## config.mk

```make
export PLATFORM = sky130hd
export DESIGN_NAME = crc_req_arb
export DESIGN_NICKNAME = d
export VERILOG_FILES = /design/src/rtl/crc_pkg.sv /design/src/rtl/crc_rr_pick.sv /design/src/rtl/crc_req_arb.sv
export SDC_FILE = /design/constraint.sdc
export NUM_CORES = 1
export LEC_CHECK = 0
export BUFFER_PORTS_ARGS = -buffer_cell sky130_fd_sc_hd__buf_2
export CAP_MARGIN = 20
export CORE_UTILIZATION = 49
export CTS_CLUSTER_DIAMETER = 200
export DETAILED_ROUTE_END_ITERATION = 8
export MAX_ROUTING_LAYER = met4
export PLACE_DENSITY = 0.87
export RECOVER_POWER = 100
export SLEW_MARGIN = 20
export SYNTH_ARGS = -nofsm -noshare
export SYNTH_HDL_FRONTEND = slang
export SYNTH_SLANG_ARGS = --single-unit
```

## constraint.sdc

```tcl
create_clock -name i_clk -period 6.25 [get_ports i_clk]
set_input_delay 0.625 -clock i_clk [delete_from_list [all_inputs] [get_ports i_clk]]
set_output_delay 0.625 -clock i_clk [all_outputs]
set_load 0.05 [all_outputs]
```

## src/rtl/crc_pkg.sv

```systemverilog
// Shared constants and types for the CRC request path.
package crc_pkg;
  localparam int CRC_REQ_W_DEF       = 36;
  localparam int MAX_OUTSTANDING_DEF = 8;

  typedef logic [CRC_REQ_W_DEF-1:0] crc_req_t;
endpackage

```

## src/rtl/crc_rr_pick.sv

```systemverilog
// Combinational round-robin picker: first set request at or after i_ptr, wrapping.
module crc_rr_pick #(
  parameter int N  = 4,
  parameter int IW = $clog2(N)
) (
  input  logic [N-1:0]  i_req,
  input  logic [IW-1:0] i_ptr,
  output logic [N-1:0]  o_gnt,
  output logic [IW-1:0] o_idx,
  output logic          o_any
);
  logic [IW-1:0] w_j;

  always_comb begin
    o_gnt = '0;
    o_idx = '0;
    o_any = 1'b0;
    w_j   = '0;
    for (int k = 0; k < N; k++) begin
      w_j = IW'((int'(i_ptr) + k) % N);
      if (!o_any && i_req[w_j]) begin
        o_any      = 1'b1;
        o_gnt[w_j] = 1'b1;
        o_idx      = w_j;
      end
    end
  end
endmodule

```

## src/rtl/crc_req_arb.sv

```systemverilog
// Round-robin feeder for the CRC engine request channel with outstanding-request throttle.
module crc_req_arb #(
  parameter int N_SRC           = 4,
  parameter int CRC_REQ_WIDTH   = crc_pkg::CRC_REQ_W_DEF,
  parameter int MAX_OUTSTANDING = crc_pkg::MAX_OUTSTANDING_DEF,
  localparam int CNT_W          = $clog2(MAX_OUTSTANDING + 1),
  localparam int IW             = $clog2(N_SRC)
) (
  input  logic                           i_clk,
  input  logic                           i_nreset,
  input  logic                           i_arb_en,
  input  logic [N_SRC-1:0]               i_src_valid,
  input  logic [N_SRC*CRC_REQ_WIDTH-1:0] i_src_data,
  output logic [N_SRC-1:0]               o_src_ready,
  output logic                           o_crc_req_valid,
  output logic [CRC_REQ_WIDTH-1:0]       o_crc_req_data,
  input  logic                           i_crc_req_ready,
  input  logic                           i_crc_done_fire,
  output logic [IW-1:0]                  o_grant_id,
  output logic [CNT_W-1:0]               o_outstanding,
  output logic                           o_underflow
);
  logic                     r_valid;
  logic [CRC_REQ_WIDTH-1:0] r_data;
  logic [IW-1:0]            r_gid;
  logic [IW-1:0]            r_ptr;
  logic [CNT_W-1:0]         r_cnt;
  logic                     r_uf;

  logic [N_SRC-1:0] w_gnt;
  logic [IW-1:0]    w_idx;
  logic             w_any;
  logic             w_slot_free;
  logic             w_load;
  logic             w_dec;

  crc_rr_pick #(.N(N_SRC), .IW(IW)) u_pick (
    .i_req (i_src_valid),
    .i_ptr (r_ptr),
    .o_gnt (w_gnt),
    .o_idx (w_idx),
    .o_any (w_any)
  );

  assign w_slot_free = !r_valid || i_crc_req_ready;
  assign w_load      = i_arb_en && w_slot_free && (r_cnt < CNT_W'(MAX_OUTSTANDING)) && w_any;
  // A done at count 0 is ignored (flagged as underflow unless a load covers it).
  assign w_dec       = i_crc_done_fire && (r_cnt != '0);

  assign o_src_ready = (w_load && i_nreset) ? w_gnt : '0;

  always_ff @(posedge i_clk or negedge i_nreset) begin
    if (!i_nreset) begin
      r_valid <= 1'b0;
      r_data  <= '0;
      r_gid   <= '0;
      r_ptr   <= '0;
      r_cnt   <= '0;
      r_uf    <= 1'b0;
    end else begin
      if (w_load) begin
        r_valid <= 1'b1;
        r_data  <= i_src_data[int'(w_idx)*CRC_REQ_WIDTH +: CRC_REQ_WIDTH];
        r_gid   <= w_idx;
        r_ptr   <= (int'(w_idx) == N_SRC-1) ? '0 : w_idx + IW'(1);
      end else if (i_crc_req_ready) begin
        r_valid <= 1'b0;
      end
      if (w_load && !w_dec)      r_cnt <= r_cnt + CNT_W'(1);
      else if (!w_load && w_dec) r_cnt <= r_cnt - CNT_W'(1);
      r_uf <= i_crc_done_fire && !w_load && (r_cnt == '0);
    end
  end

  assign o_crc_req_valid = r_valid;
  assign o_crc_req_data  = r_data;
  assign o_grant_id      = r_gid;
  assign o_outstanding   = r_cnt;
  assign o_underflow     = r_uf;
endmodule
```

Word-level counts from Yosys, hierarchy flattened

Index checks and enable logic that the tools add are counted.

Reduce and logical (&&, ||, !) cells: 27
Shifts and indexed selects: 1
Multipliers: 1
Add/subtract/negate cells: 6
$lt $le $gt $ge: 9
Mux-type cells: 34
Bitwise operators: 3
Equal/unequal tests: 1

Operators with widths:

| operator              | count |
|---|---|
| $shiftx A144 B9 Y36   | 1 |
| $mux W4               | 7 |
| $logic_and A1 B1 Y1   | 16 |
| $mux W1               | 14 |
| $lt A2 B3 Y1 const B  | 4 |
| $or A4 B4 Y4          | 3 |
| $mux W2               | 5 |
| $bmux W1 S2           | 4 |
| $demux W1 S2          | 4 |
| $ge A2 B1 Y1 const B  | 4 |
| $logic_not A1 Y1      | 6 |
| $mul A2 B4 Y6 const B | 1 |
| $add A2 B1 Y2 const B | 2 |
| $add A2 B2 Y2 const B | 2 |
| $add A4 B1 Y4 const B | 1 |
| $logic_not A4 Y1      | 1 |
| $lt A4 B4 Y1 const B  | 1 |
| $reduce_bool A2 Y1    | 2 |
| $reduce_bool A4 Y1    | 1 |
| $sub A4 B1 Y4 const B | 1 |
| $eq A2 B1 Y1 const B  | 1 |
| $logic_or A1 B1 Y1    | 1 |

Bits of input ports: 153
Flip-flop bits (word level): 46
Output and inout port bits: 48

Longest topological paths before layout

Gate-level depths: netlist of the first run.

Depth in word-level cells: 17
Mapped depth: 14

Hierarchy

From an unflattened synthesis of the first run, not the netlist that was laid out.

Cells, all modules: 218
Area total of the unflattened synthesis: 3218.1 µm²

By module, submodules not included:

| module      | times used | area an instance (µm²) | cells each |
|---|---|---|---|
| crc_req_arb | 1          | 2796.4                 | 173 |
| crc_rr_pick | 1          | 421.7                  | 45 |

Least setup slack after synthesis of the first run

OpenSTA, ideal clock, no wires.

Kind: flip-flop to output port
Start point: reg r_ptr[0]
End point: out o_src_ready[1]
Data arrival time: 2999 ps
Stages on the path, launching flop included: 12
Path buffers: 3
Slack: 2626 ps
Required time: 5625 ps
Path through: dfrtp_1 buf_6 buf_2 inv_1 ha_1 mux4_4 nor2b_4 buf_6 a22oi_1 nor2_1 a221oi_1 nor2_1

Word-level cells in the longest chain between the ends: 15

Ends and longest elaborated chain:

| what                                                  | RTL line          | source |
|---|---|---|
| from (decl)                                           | crc_req_arb.sv:26 | `logic [IW-1:0] r_ptr;` |
| from (signal assigned)                                | crc_req_arb.sv:65 | `r_ptr <= (int'(w_idx) == N_SRC-1) ? '0 : w_idx + IW'(1);` |
| branches (longest 14 deep; another with $lt A2 B3 Y1) | --                |  |
| $mux W4 *                                             | crc_req_arb.sv:50 | `assign o_src_ready = (w_load && i_nreset) ? w_gnt : '0;` |
| to (decl)                                             | crc_req_arb.sv:14 | `output logic [N_SRC-1:0] o_src_ready,` |

Every way passes the cells marked *. The select of a mux whose other input is x is not followed.

Worst setup path after layout of the first run

Start point: in i_src_valid[2]
End point: reg r_cnt[3] (netlist: o_outstanding[3])

Word-level cells in the longest chain between the ends: 16

Ends and longest elaborated chain:

| what                          | RTL line          | source |
|---|---|---|
| from (decl)                   | crc_req_arb.sv:12 | `input logic [N_SRC-1:0] i_src_valid,` |
| $bmux W1 S2                   | crc_rr_pick.sv:21 | `if (!o_any && i_req[w_j]) begin` |
| $mux W1 (implied by the code) | crc_rr_pick.sv:21 |  |
| $mux W1                       | crc_rr_pick.sv:21 |  |
| $logic_not A1 Y1              | crc_rr_pick.sv:21 |  |
| $logic_and A1 B1 Y1           | crc_rr_pick.sv:21 |  |
| $mux W1                       | crc_rr_pick.sv:21 |  |
| $logic_not A1 Y1              | crc_rr_pick.sv:21 |  |
| $logic_and A1 B1 Y1           | crc_rr_pick.sv:21 |  |
| $mux W1                       | crc_rr_pick.sv:21 |  |
| $logic_not A1 Y1              | crc_rr_pick.sv:21 |  |
| $logic_and A1 B1 Y1           | crc_rr_pick.sv:21 |  |
| $mux W1 *                     | crc_rr_pick.sv:21 |  |
| $logic_and A1 B1 Y1 *         | crc_req_arb.sv:46 | `assign w_load = i_arb_en && w_slot_free && (r_cnt < CNT_W'(MAX_OUTSTANDING)) && w_any;` |
| via w_load                    | crc_req_arb.sv:34 | `logic w_load;` |
| $logic_not A1 Y1              | crc_req_arb.sv:70 | `else if (!w_load && w_dec) r_cnt <= r_cnt - CNT_W'(1);` |
| $logic_and A1 B1 Y1           | crc_req_arb.sv:70 |  |
| $reduce_bool A2 Y1 (no line)  | --                |  |
| to (signal assigned)          | crc_req_arb.sv:69 | `if (w_load && !w_dec) r_cnt <= r_cnt + CNT_W'(1);` |
| to (signal assigned)          | crc_req_arb.sv:70 |  |
| to (decl)                     | crc_req_arb.sv:27 | `logic [CNT_W-1:0] r_cnt;` |

The timed path passes the listed nets; every way through them passes the cells marked *. The select of a mux whose other input is x is not followed.
A chain may end at the register's enable or synchronous reset.

==> impl_metrics.yaml, run 1 <==
outcome:
  status: "finished with violations"
  violations: "max-capacitance violations, max-slew violations"
yosys:
  seq_area_frac_synth_pct: 31.9
  synth_top_family_by_area: "compound AO/OA/AOI/OAI gates"
  synth-edff-count: 0
  synth_xor_area_share_pct: 1.21
  syn-cell-area_sq_um: 3610
  synth_ff_type: "dfrtp_1"
  ys_ff_latch: 46
  synthMuxAreaShare_pct: 3.12
  syn_avg_cell_area_sq_um: 8.22
  synth_compound_area_share_pct: 34.5
  async_reset_ff_share_pct: 100
  synth_cell_types: 45
  syn_nets: 603
  synthCells: 439
  synth-simple-area-share_pct: 14.2
  synth-adder-area-share_pct: 4.02
  yosysWarnings: 0
place:
  place.gp.congestion: 0.883
  hpwl_um: 8100
  numPortBuffers: 200
  placed_cell_area_sq_um: 4520
clock_network:
  h-tree-depth: 2
  cts_root_buf: "clkbuf_8"
  cts_buffers: 5
  clkLatencyLatePin_ns: 0.29
  postCtsSetupRepairBufs: 0
  cts.clk_slew.worst_paths_ns: 0.09
  cts_buffer_depth: 2
  ctsHoldBuffers: 0
  cts_resized: 0
  cts_tree: "yes"
  cts.sink_count: 46
worst_hold_path:
  hold_path_end: "o_grant_id[0]$_DFFE_PN0P_"
  hold_depth: 1
  hold_start: "o_grant_id[0]$_DFFE_PN0P_"
  worst_hold_path_type: "register to register"
sta:
  period_minus_slack_ns: 5.10
  holdWs_ns: 0.501
  skew_ns: 0.00417
  drv_slew: 133
  hold_viol: 0
  rsz0062_at_grt: "false"
  max_freq_mhz: 196
  worstMarginPinSlew_ns: 2.71
  finalSetupViolCount: 0
  period_share_pct: 81.6
  maxSlewHeadroom_pct: -80.4
  fin_setup_tns_ns: 0
route:
  detail_route.wl_per_cell_um: 16.5
  first_pass_iters: 5
  drcViolationCount: 0
  num_vias: 4161
  drtIter0Drc: 238
  routed_wl_um: 11600
  ant_nets: 0
  viasPerCell: 5.90
die:
  initial_utilization_pct: 51.9
  dieHeight_um: 87.8
  pin_count: 201
  core_area_sq_um: 6940
  die_x_um: 87.8
  rows: 30
  die_area_sq_um: 7710
run:
  maxCapViolations: 3
global_route:
  antenna_found_initial: 0
  grt_usage_pct: 29.8
  grt.overflow.total: 0
  grt_max_degree: 48
  grt_pass1_vias: 3756
  grt_pass1_wl_um: 17500
finish:
  nFillCells: 631
  ff_latch_area_sq_um: 1150
  areaGrowthSynthToFinish_pct: 26.3
  multi_input_area_sq_um: 2060
  num_antenna_cells: 0
  drive_above_1_share_pct: 29.9
  post-route-cell-area_sq_um: 4560
  fin_nets: 772
critical_path:
  path_max_fanout: 46
  r2r_start: "o_outstanding[3]$_DFFE_PN0P_"
  critPathCaptureType: "register"
  required_ns: 6.44
  rrSetupSlack_ns: 1.51
  path_class: "input port to register"
  r2r-end: "o_outstanding[3]$_DFFE_PN0P_"
  crit_arrival_ns: 5.29
  worstSetupStartpointType: "input port"
  r2r_cells: 12
power_and_ir_drop:
  power.density_nw_per_um2: 555
  power_mw: 2.53
  ir_worst_vdd_uv: 261
  leakage_nw: 2.42
-- layout make-up --
class	instances	area share (%)
repair buffers	204	21.2
multi-input cells	310	45.2
clock buffers	7	2.11
clock inverters	1	0.192
inverters	41	3.38
well taps	96	2.64
flip-flops and latches	46	25.3
-- critical path: stages --
cell	delay [ns]
clkbuf_1	0.24
nor2_1	0.32
a21o_1	0.91
clkbuf_1	1.50
inv_1	0.27
ha_1	0.34
inv_1	0.12
ha_1	0.25
a21o_1	0.18
a21oi_1	0.18
xnor2_1	0.14
nor2_1	0.06
xor2_1	0.14
-- metal layers --
| metal | track usage (%) | part of all wire, % | routed length [um] |
|---|---|---|---|
| met1 | 36.5 | 39 | 4550 |
| met2 | 50.7 | 52 | 6010 |
| met3 | 4.15 | 7.3 | 847 |
| met4 | 9.54 | 1.6 | 191 |
| met5 | - | 0 | 0 |
-- cell families (layout without fill, tap and decap cells) --
group | count (synthesis) | after routing
adders and majority gates | 11 | 11
buffers and inverters | 83 | 253
AOI/OAI and AO/OA | 179 | 179
and+or+nand+nor | 108 | 108
xor gates and xnor gates | 5 | 5
muxes | 7 | 7
DFF | 46 | 46
-- where the power goes --
part	switching (mW)	internal [mW]
logic	1.25	0.523
registers	0.113	0.437
clock network	0.109	0.102
-- through the flow --
| step | cells | worst slack [ns] | util [%] |
|---|---|---|---|
| after floorplan | 439 | 2.63 | - |
| after global placement | 697 | 1.77 | 65.1 |
| after detailed placement | 697 | 1.61 | 65.1 |
| after CTS | 705 | 1.60 | 66.6 |
| after global routing | 705 | 0.802 | 65.6 |
| final | 705 | 1.15 | 65.6 |
-- cells in the mapped netlist, types with 2 or more instances --
master / n / area share [%]
a211o_1: 34 / 8.3
a211o_2: 3 / 0.83
a211oi_1: 2 / 0.42
a21o_1: 4 / 0.83
a21oi_1: 39 / 5.4
a221oi_1: 5 / 1.2
a22oi_1: 5 / 1.0
buf_2: 9 / 1.2
buf_4: 2 / 0.42
buf_6: 9 / 2.8
clkbuf_1: 22 / 2.3
dfrtp_1: 46 / 32
ha_1: 10 / 3.5
inv_1: 41 / 4.3
mux2_2: 2 / 0.62
mux2i_1: 2 / 0.55
mux4_2: 2 / 1.2
nand2_1: 41 / 4.3
nand2b_1: 5 / 0.87
nand3_1: 38 / 5.3
nor2_1: 14 / 1.5
nor2b_1: 2 / 0.35
nor4_1: 2 / 0.35
o21ai_0: 40 / 5.5
o31ai_1: 37 / 7.7
xnor2_1: 4 / 0.97
-- sequential cells by signal, indices dropped and copies added (netlist names) --
name             cells
o_crc_req_valid      1
o_grant_id           2
o_crc_req_data      36
o_outstanding        4
o_underflow          1
r_ptr                2
-- cells in the final DEF, fill, tap and decap left out, types with 2 or more instances in the layout --
cell type / count
a211o_1: 34
inv_1: 41
o21ai_0: 40
nor2b_1: 2
nand2_1: 41
a211o_2: 3
mux2i_1: 2
nand3_1: 38
nand2b_1: 5
xnor2_1: 4
a221oi_1: 5
clkbuf_1: 47
buf_2: 155
a22oi_1: 5
mux4_2: 2
mux2_2: 2
a21oi_1: 39
a21o_1: 3
nor2_1: 14
dfrtp_1: 46
o31ai_1: 37
ha_1: 10
clkbuf_8: 7
a211oi_1: 2
nor4_1: 2
buf_4: 2
-- worst max path at each step --
stage	depth (start not counted)	to	from
finish	13	o_outstanding[3]$_DFFE_PN0P_	i_src_valid[2]
global route	8	o_src_ready[2]	i_src_valid[2]
CTS	8	o_crc_req_data[27]$_DFFE_PN0P_	r_ptr[0]$_DFFE_PN0P_
detailed placement	8	o_crc_req_data[8]$_DFFE_PN0P_	r_ptr[0]$_DFFE_PN0P_
global placement	7	o_crc_req_data[20]$_DFFE_PN0P_	r_ptr[0]$_DFFE_PN0P_
floorplan	11	o_src_ready[1]	r_ptr[0]$_DFFE_PN0P_
(Power assumes the default switching activity.)
==> inputs of run 2 (changes only) <==
- ABC_AREA: default -> 1
- CORE_UTILIZATION: 49 -> 42
- PLACE_DENSITY: 0.87 -> 0.77
- clock period: 6.25 -> 4.3 ns (I/O delays scaled with it)
==> run 2 against run 1 <==
Compared with the run above:
- non-clock buffer count up 1
- setup slack worse by 0.65 ns
- the run still ends with max-capacitance violations, max-slew violations left
- clock power increased by 61%
- utilization decreased by 11 points
- die area is 29% higher
- sequential cell count did not move
- count of clock-buffer cells in the layout fell by 1
- combinational power rose by 97%
- register-to-register slack lost 0.83 ns
- cell count grew 33%
- worst hold slack worse by 0.17 ns
- largest cell class unchanged
==> impl_metrics.yaml, run 2 <==
yosys:
  synth_top_family_by_area: "simple AND/OR/NAND/NOR gates"
  synth_xor_area_share_pct: 0.657
  synth.most_common_cell: "nand2_1"
  ys_ff_latch: 46
  ys_top_cells_by_count: "183 x nand2_1, 143 x nand3_1, 119 x inv_1"
  yosysWarnings: 0
  synth-adder-area-share_pct: 3.63
  synth_cell_types: 37
  seq_area_frac_synth_pct: 28.8
  async_reset_ff_share_pct: 100
  syn-cell-area_sq_um: 4000
  synth_ff_type: "dfrtp_1"
  synth_compound_area_share_pct: 2.85
  synth-edff-count: 0
  synth-simple-area-share_pct: 46.9
  synth_area_leaders: "dfrtp_1 29%, nand3_1 18%, nand2_1 17%"
  synth_top_area_cell: "dfrtp_1"
  synthCells: 631
  syn_avg_cell_area_sq_um: 6.34
  synthMuxAreaShare_pct: 0.282
  synthDominantCellAreaShare_pct: 28.8
  syn_nets: 795
clock_network:
  cts_buffer_depth: 2
  cts_buffers: 5
  clkLatencyLatePin_ns: 0.30
  ctsHoldBuffers: 0
  cts.sink_count: 46
  cts_root_buf: "clkbuf_8"
  cts_tree: "yes"
  postCtsSetupRepairBufs: 0
  h-tree-depth: 2
  cts_resized: 0
  cts.clk_slew.worst_paths_ns: 0.09
finish:
  areaGrowthSynthToFinish_pct: 25.2
  layout_commonest_cell: "nand2_1"
  largest_reg_flops: 36
  fin_nets: 975
  drive_above_1_share_pct: 23.3
  final_cell_mix: "184 x nand2_1, 151 x buf_2, 143 x nand3_1, 120 x inv_1, 50 x clkbuf_1"
  num_antenna_cells: 0
place:
  place.gp.congestion: 0.993
  pre_cts_slack_ns: 0.837
  hpwl_um: 8550
  numPortBuffers: 200
die:
  initial_utilization_pct: 43.3
  pin_count: 201
  die_x_um: 99.6
  rows: 35
  die_area_sq_um: 9920
  dieHeight_um: 99.6
  core_area_sq_um: 9240
sta:
  fin_setup_tns_ns: 0
  worst_slack_ns: 0.501
  worstMarginPinSlew_ns: 2.63
  maxSlewHeadroom_pct: -75.3
  skew_ns: 0.00956
  max_freq_mhz: 263
  rsz0062_at_grt: "false"
  finalSetupViolCount: 0
  period_minus_slack_ns: 3.80
  period_share_pct: 88.3
  hold_viol: 0
  drv_slew: 47
global_route:
  grt_max_degree: 116
  grt_pass1_wl_um: 18600
  grt_pass1_vias: 4014
  antenna_found_initial: 0
  grt.overflow.total: 0
  grt_usage_pct: 23.9
outcome:
  violations: "max-capacitance violations, max-slew violations"
  status: "finished with violations"
critical_path:
  r2r-end: "o_crc_req_data[25]$_DFFE_PN0P_"
  r2r_start: "r_ptr[0]$_DFFE_PN0P_"
  path_max_fanout: 43
  startpoint: "r_ptr[0]$_DFFE_PN0P_"
  path_class: "register to primary output"
  worstSetupStartpointType: "register"
  endpoint: "o_src_ready[3]"
  rrSetupSlack_ns: 0.68
  r2r_cells: 12
  crit_arrival_ns: 3.37
  critPathCaptureType: "primary output"
  required_ns: 3.87
power_and_ir_drop:
  pwr-share-seq_pct: 17.6
  power_frac_comb_pct: 75.1
  power.density_nw_per_um2: 927
  p_switching_mw: 2.81
  leakage_nw: 3.00
  ir_worst_vdd_uv: 534
  power.internal_mw: 1.84
  pwr-share-clk_pct: 7.3
  p_sw_share_pct: 60.4
route:
  first_pass_iters: 5
  drtIter0Drc: 231
  viasPerCell: 4.76
  drcViolationCount: 0
  num_vias: 4470
  detail_route.wl_per_cell_um: 12.3
  ant_nets: 0
  routed_wl_um: 11600
run:
  maxCapViolations: 1
worst_hold_path:
  hold_depth: 2
  worst_hold_path_type: "input port to register"
[run 2: cell count changes in the layout (fill, tap and decap cells not counted), sizes merged, moves of 5 or more]
cell | previous run | this run
a211o | 37 | 0
inv | 41 | 122
or2 | 0 | 42
nand3 | 38 | 144
a21oi | 40 | 2
o21ai | 41 | 8
o31ai | 37 | 0
nand2 | 41 | 192
nand2b | 5 | 0
a221oi | 5 | 0
[run 2: worst min-delay path by stage]
| stage | startpoint | to |
|---|---|---|
| global placement | o_crc_req_data[20]$_DFFE_PN0P_ | o_crc_req_data[20]$_DFFE_PN0P_ |
| CTS | i_nreset | o_crc_req_data[1]$_DFFE_PN0P_ |
| finish | i_crc_req_ready | o_crc_req_valid$_DFFE_PN0P_ |
| detailed placement | o_crc_req_data[21]$_DFFE_PN0P_ | o_crc_req_data[21]$_DFFE_PN0P_ |
| global route | i_crc_req_ready | o_crc_req_valid$_DFFE_PN0P_ |
| floorplan | i_nreset | o_crc_req_data[0]$_DFFE_PN0P_ |
[run 2: critical path, cell delays in order (launching register included)]
cell	delay (ns)
dfrtp_1	0.64
inv_4	0.15
ha_1	0.39
inv_1	0.11
nand3_1	0.08
nand2_1	0.21
nor2_8	0.07
nand4_1	0.14
nand2_2	0.07
buf_4	0.29
nor2_1	0.26
o21ai_0	0.12
inv_1	0.06
clkbuf_1	0.46
[run 2: cells by family after synthesis]
group / after synthesis
AO/OA/AOI/OAI: 18
XOR/XNOR: 3
adder cells (fa/ha/maj): 11
buffers and inverters: 154
flip-flops: 46
multiplexers: 1
AND/OR/NAND/NOR: 398
[run 2: metrics by stage]
step | utilization, % | total power [mW] | hold WS [ns] | std cells | instance area [sq um]
after floorplan | - | 3.83 | 0.134 | 631 | 4000
after global placement | 53.9 | 4.35 | 0.462 | 933 | 4980
after detailed placement | 53.9 | 4.41 | 0.469 | 933 | 4980
after CTS | 55.2 | 4.76 | 0.280 | 940 | 5100
after global routing | 54.2 | 5.10 | 0.316 | 940 | 5010
final | 54.2 | 4.65 | 0.334 | 940 | 5010
[run 2: layer usage]
| metal | global-route usage [%] | routed length, um | vias up | share of wire, % |
|---|---|---|---|---|
| met1 | 30.9 | 5150 | 2039 | 45 |
| met2 | 39.7 | 5720 | 129 | 50 |
| met3 | 2.88 | 490 | 17 | 4.2 |
| met5 | - | 0 | - | 0 |
| li1 | - | - | 2285 | - |
| met4 | 6.56 | 191 | 0 | 1.7 |
[run 2: area by class of cell]
class	count	area [sq um]
fillers	992	4230
repair buffers	205	973
flip-flops and latches	46	1150
clock buffers	6	82.6
inverters	122	460
multi-input cells	431	2150
well taps	129	161
clock inverters	1	30.0
[run 2: power groups by stage]
stage / logic [mW] / clock network [mW] / registers (mW)
floorplan: 2.35 / 0 / 1.48
global placement: 3.54 / 0 / 0.809
detailed placement: 3.60 / 0 / 0.811
CTS: 3.60 / 0.347 / 0.808
global route: 3.89 / 0.366 / 0.843
finish: 3.49 / 0.339 / 0.817
==> inputs of run 3 (changes only) <==
- CELL_PAD_IN_SITES_DETAIL_PLACEMENT: default -> 1
- CELL_PAD_IN_SITES_GLOBAL_PLACEMENT: default -> 2
- CORE_UTILIZATION: 42 -> 21
- PLACE_DENSITY: 0.77 -> default
- PLACE_DENSITY_LB_ADDON: default -> 0.1
==> run 3 against run 2 <==
Compared with the run above:
- the run still ends with max-capacitance violations, max-slew violations left
- sequential share of layout area is 1.0 points lower
- combinational power rose by 5%
- non-clock buffer count grew 1
- power rose by 7.8%
- cell count rose by 11%
- setup slack improved by 0.045 ns
- routed wire length is 35% higher
- die area rose by 98%
- via count grew 2.1%
- clock power up 56%
- clock skew down 0.00062 ns
- count of clock-buffer cells in the layout fell by 1
- critical path type unchanged
- largest cell class unchanged
==> impl_metrics.yaml, run 3 (synthesis results as in run 2) <==
power_and_ir_drop:
  pwr-share-seq_pct: 16.5
  power.density_nw_per_um2: 955
  leakage_nw: 3.06
  p_switching_mw: 3.01
  power.internal_mw: 2.00
  power_frac_comb_pct: 72.9
  ir_worst_vdd_uv: 511
  p_sw_share_pct: 60.1
  pwr-share-clk_pct: 10.6
  power_mw: 5.01
critical_path:
  r2r_start: "r_ptr[0]$_DFFE_PN0P_"
  required_ns: 3.87
  path_max_fanout: 43
  path_cells: "inv_4, ha_1, inv_1, nand3_1, nand2_1, nor2_8, nand4_4, nand2_1, buf_4, nor2_1, o21ai_0, inv_1, clkbuf_2"
  rrSetupSlack_ns: 0.59
  r2r-end: "o_crc_req_data[23]$_DFFE_PN0P_"
  r2r_cells: 12
  worstSetupStartpointType: "register"
  cp_slowest_stage_delay_ns: 0.65
  critPathCaptureType: "primary output"
  path_class: "register to primary output"
  cp_slowest_cell: "dfrtp_1"
  crit_arrival_ns: 3.32
finish:
  drive_above_1_share_pct: 24.0
  final_cell_mix: "185 x nand2_1, 151 x buf_2, 143 x nand3_1, 119 x inv_1, 47 x clkbuf_1"
  layout_commonest_cell: "nand2_1"
  areaGrowthSynthToFinish_pct: 31.1
  utilization_pct: 28.0
  post-route-cell-area_sq_um: 5250
  fin_cells: 1048
  fin_nets: 976
  largest_reg_flops: 36
global_route:
  grt_pass1_wl_um: 24600
  grt_pass1_vias: 4805
  met3_usage_pct: 3.38
  grt_usage_pct: 16.5
  met1_usage_pct: 19.8
  top_usage_layer: "met2"
  grt_max_degree: 110
  grt.overflow.total: 0
  antenna_found_initial: 1
  met2_usage_pct: 28.7
worst_hold_path:
  worst_hold_path_type: "input port to register"
  hold_depth: 2
  hold_path_end: "o_crc_req_valid$_DFFE_PN0P_"
  hold_start: "i_crc_req_ready"
die:
  initial_utilization_pct: 21.4
  die_x_um: 140
  dieHeight_um: 140
  pin_count: 201
  die_area_sq_um: 19600
  rows: 50
  core_area_sq_um: 18700
place:
  numPortBuffers: 200
  place.gp.congestion: 0.799
  pre_cts_slack_ns: 0.677
  hpwl_um: 11900
  placed_cell_area_sq_um: 5120
  place_inst: 1039
route:
  routed_wl_um: 15500
  drtIter0Drc: 128
  drcViolationCount: 0
  detail_route.wl_per_cell_um: 14.8
  ant_nets: 0
  viasPerCell: 4.35
  first_pass_iters: 4
  num_vias: 4564
sta:
  fin_setup_tns_ns: 0
  maxSlewHeadroom_pct: -83.3
  holdWs_ns: 0.330
  worst_slack_ns: 0.546
  max_freq_mhz: 266
  period_share_pct: 87.3
  period_minus_slack_ns: 3.75
  drv_slew: 47
  skew_ns: 0.00894
  rsz0062_at_grt: "false"
  hold_viol: 0
  worstMarginPinSlew_ns: 2.75
  finalSetupViolCount: 0
clock_network:
  cts_buffers: 5
  postCtsSetupRepairBufs: 0
  cts.clk_slew.worst_paths_ns: 0.07
  clkLatencyLatePin_ns: 0.30
  ctsHoldBuffers: 0
  cts_buffer_depth: 2
  cts_root_buf: "clkbuf_16"
  cts_tree: "yes"
  cts_resized: 0
  h-tree-depth: 2
  cts.sink_count: 46
outcome:
  status: "finished with violations"
  violations: "max-capacitance violations, max-slew violations"
run:
  maxCapViolations: 1
==> run 3: changes by cell type in the layout (fill, tap and decap cells not counted), sizes merged <==
cell	change
diode	+1
bufinv	+1
clkinv	+1
==> run 3: worst max-delay path, delay by kind of cell, from the launching register on <==
kind            cells  cell delay, ns
flops               1            0.65
compound gates      1            0.11
buf+inv             5            0.99
fa+ha+maj           1            0.40
simple gates        6            0.84
==> run 3: layout make-up <==
type | count | area, sq um
inverter | 122 | 460
fill | 2457 | 13500
tap | 234 | 293
sequential | 46 | 1150
antenna | 1 | 2.50
timing repair buffer | 206 | 982
multi-input combinational | 431 | 2160
clock buffer | 5 | 125
clock inverter | 3 | 68.8
==> run 3: power groups by stage <==
stage,logic [mW],registers (mW),clock network (mW)
after floorplan,2.35,1.48,0
after global placement,3.72,0.831,0
after detailed placement,3.81,0.830,0
after CTS,3.82,0.828,0.552
after global routing,4.10,0.859,0.561
final,3.65,0.827,0.530
==> run 3: worst max path at each step <==
stage,from,endpoint,slack (ns)
floorplan,r_ptr[0]$_DFFE_PN0P_,o_outstanding[3]$_DFFE_PN0P_,1.06
CTS,r_ptr[0]$_DFFE_PN0P_,o_src_ready[3],0.57
finish,r_ptr[0]$_DFFE_PN0P_,o_src_ready[3],0.55
global placement,r_ptr[0]$_DFFE_PN0P_,o_crc_req_data[14]$_DFFE_PN0P_,0.89
detailed placement,r_ptr[0]$_DFFE_PN0P_,o_crc_req_data[13]$_DFFE_PN0P_,0.68
global route,r_ptr[0]$_DFFE_PN0P_,o_src_ready[3],0.16
==> run 3: metal layers <==
layer | share of wire, % | routed length (um)
met5 | 0 | 0
met4 | 0.90 | 140
met3 | 5.0 | 775
met2 | 50 | 7720
met1 | 44 | 6900
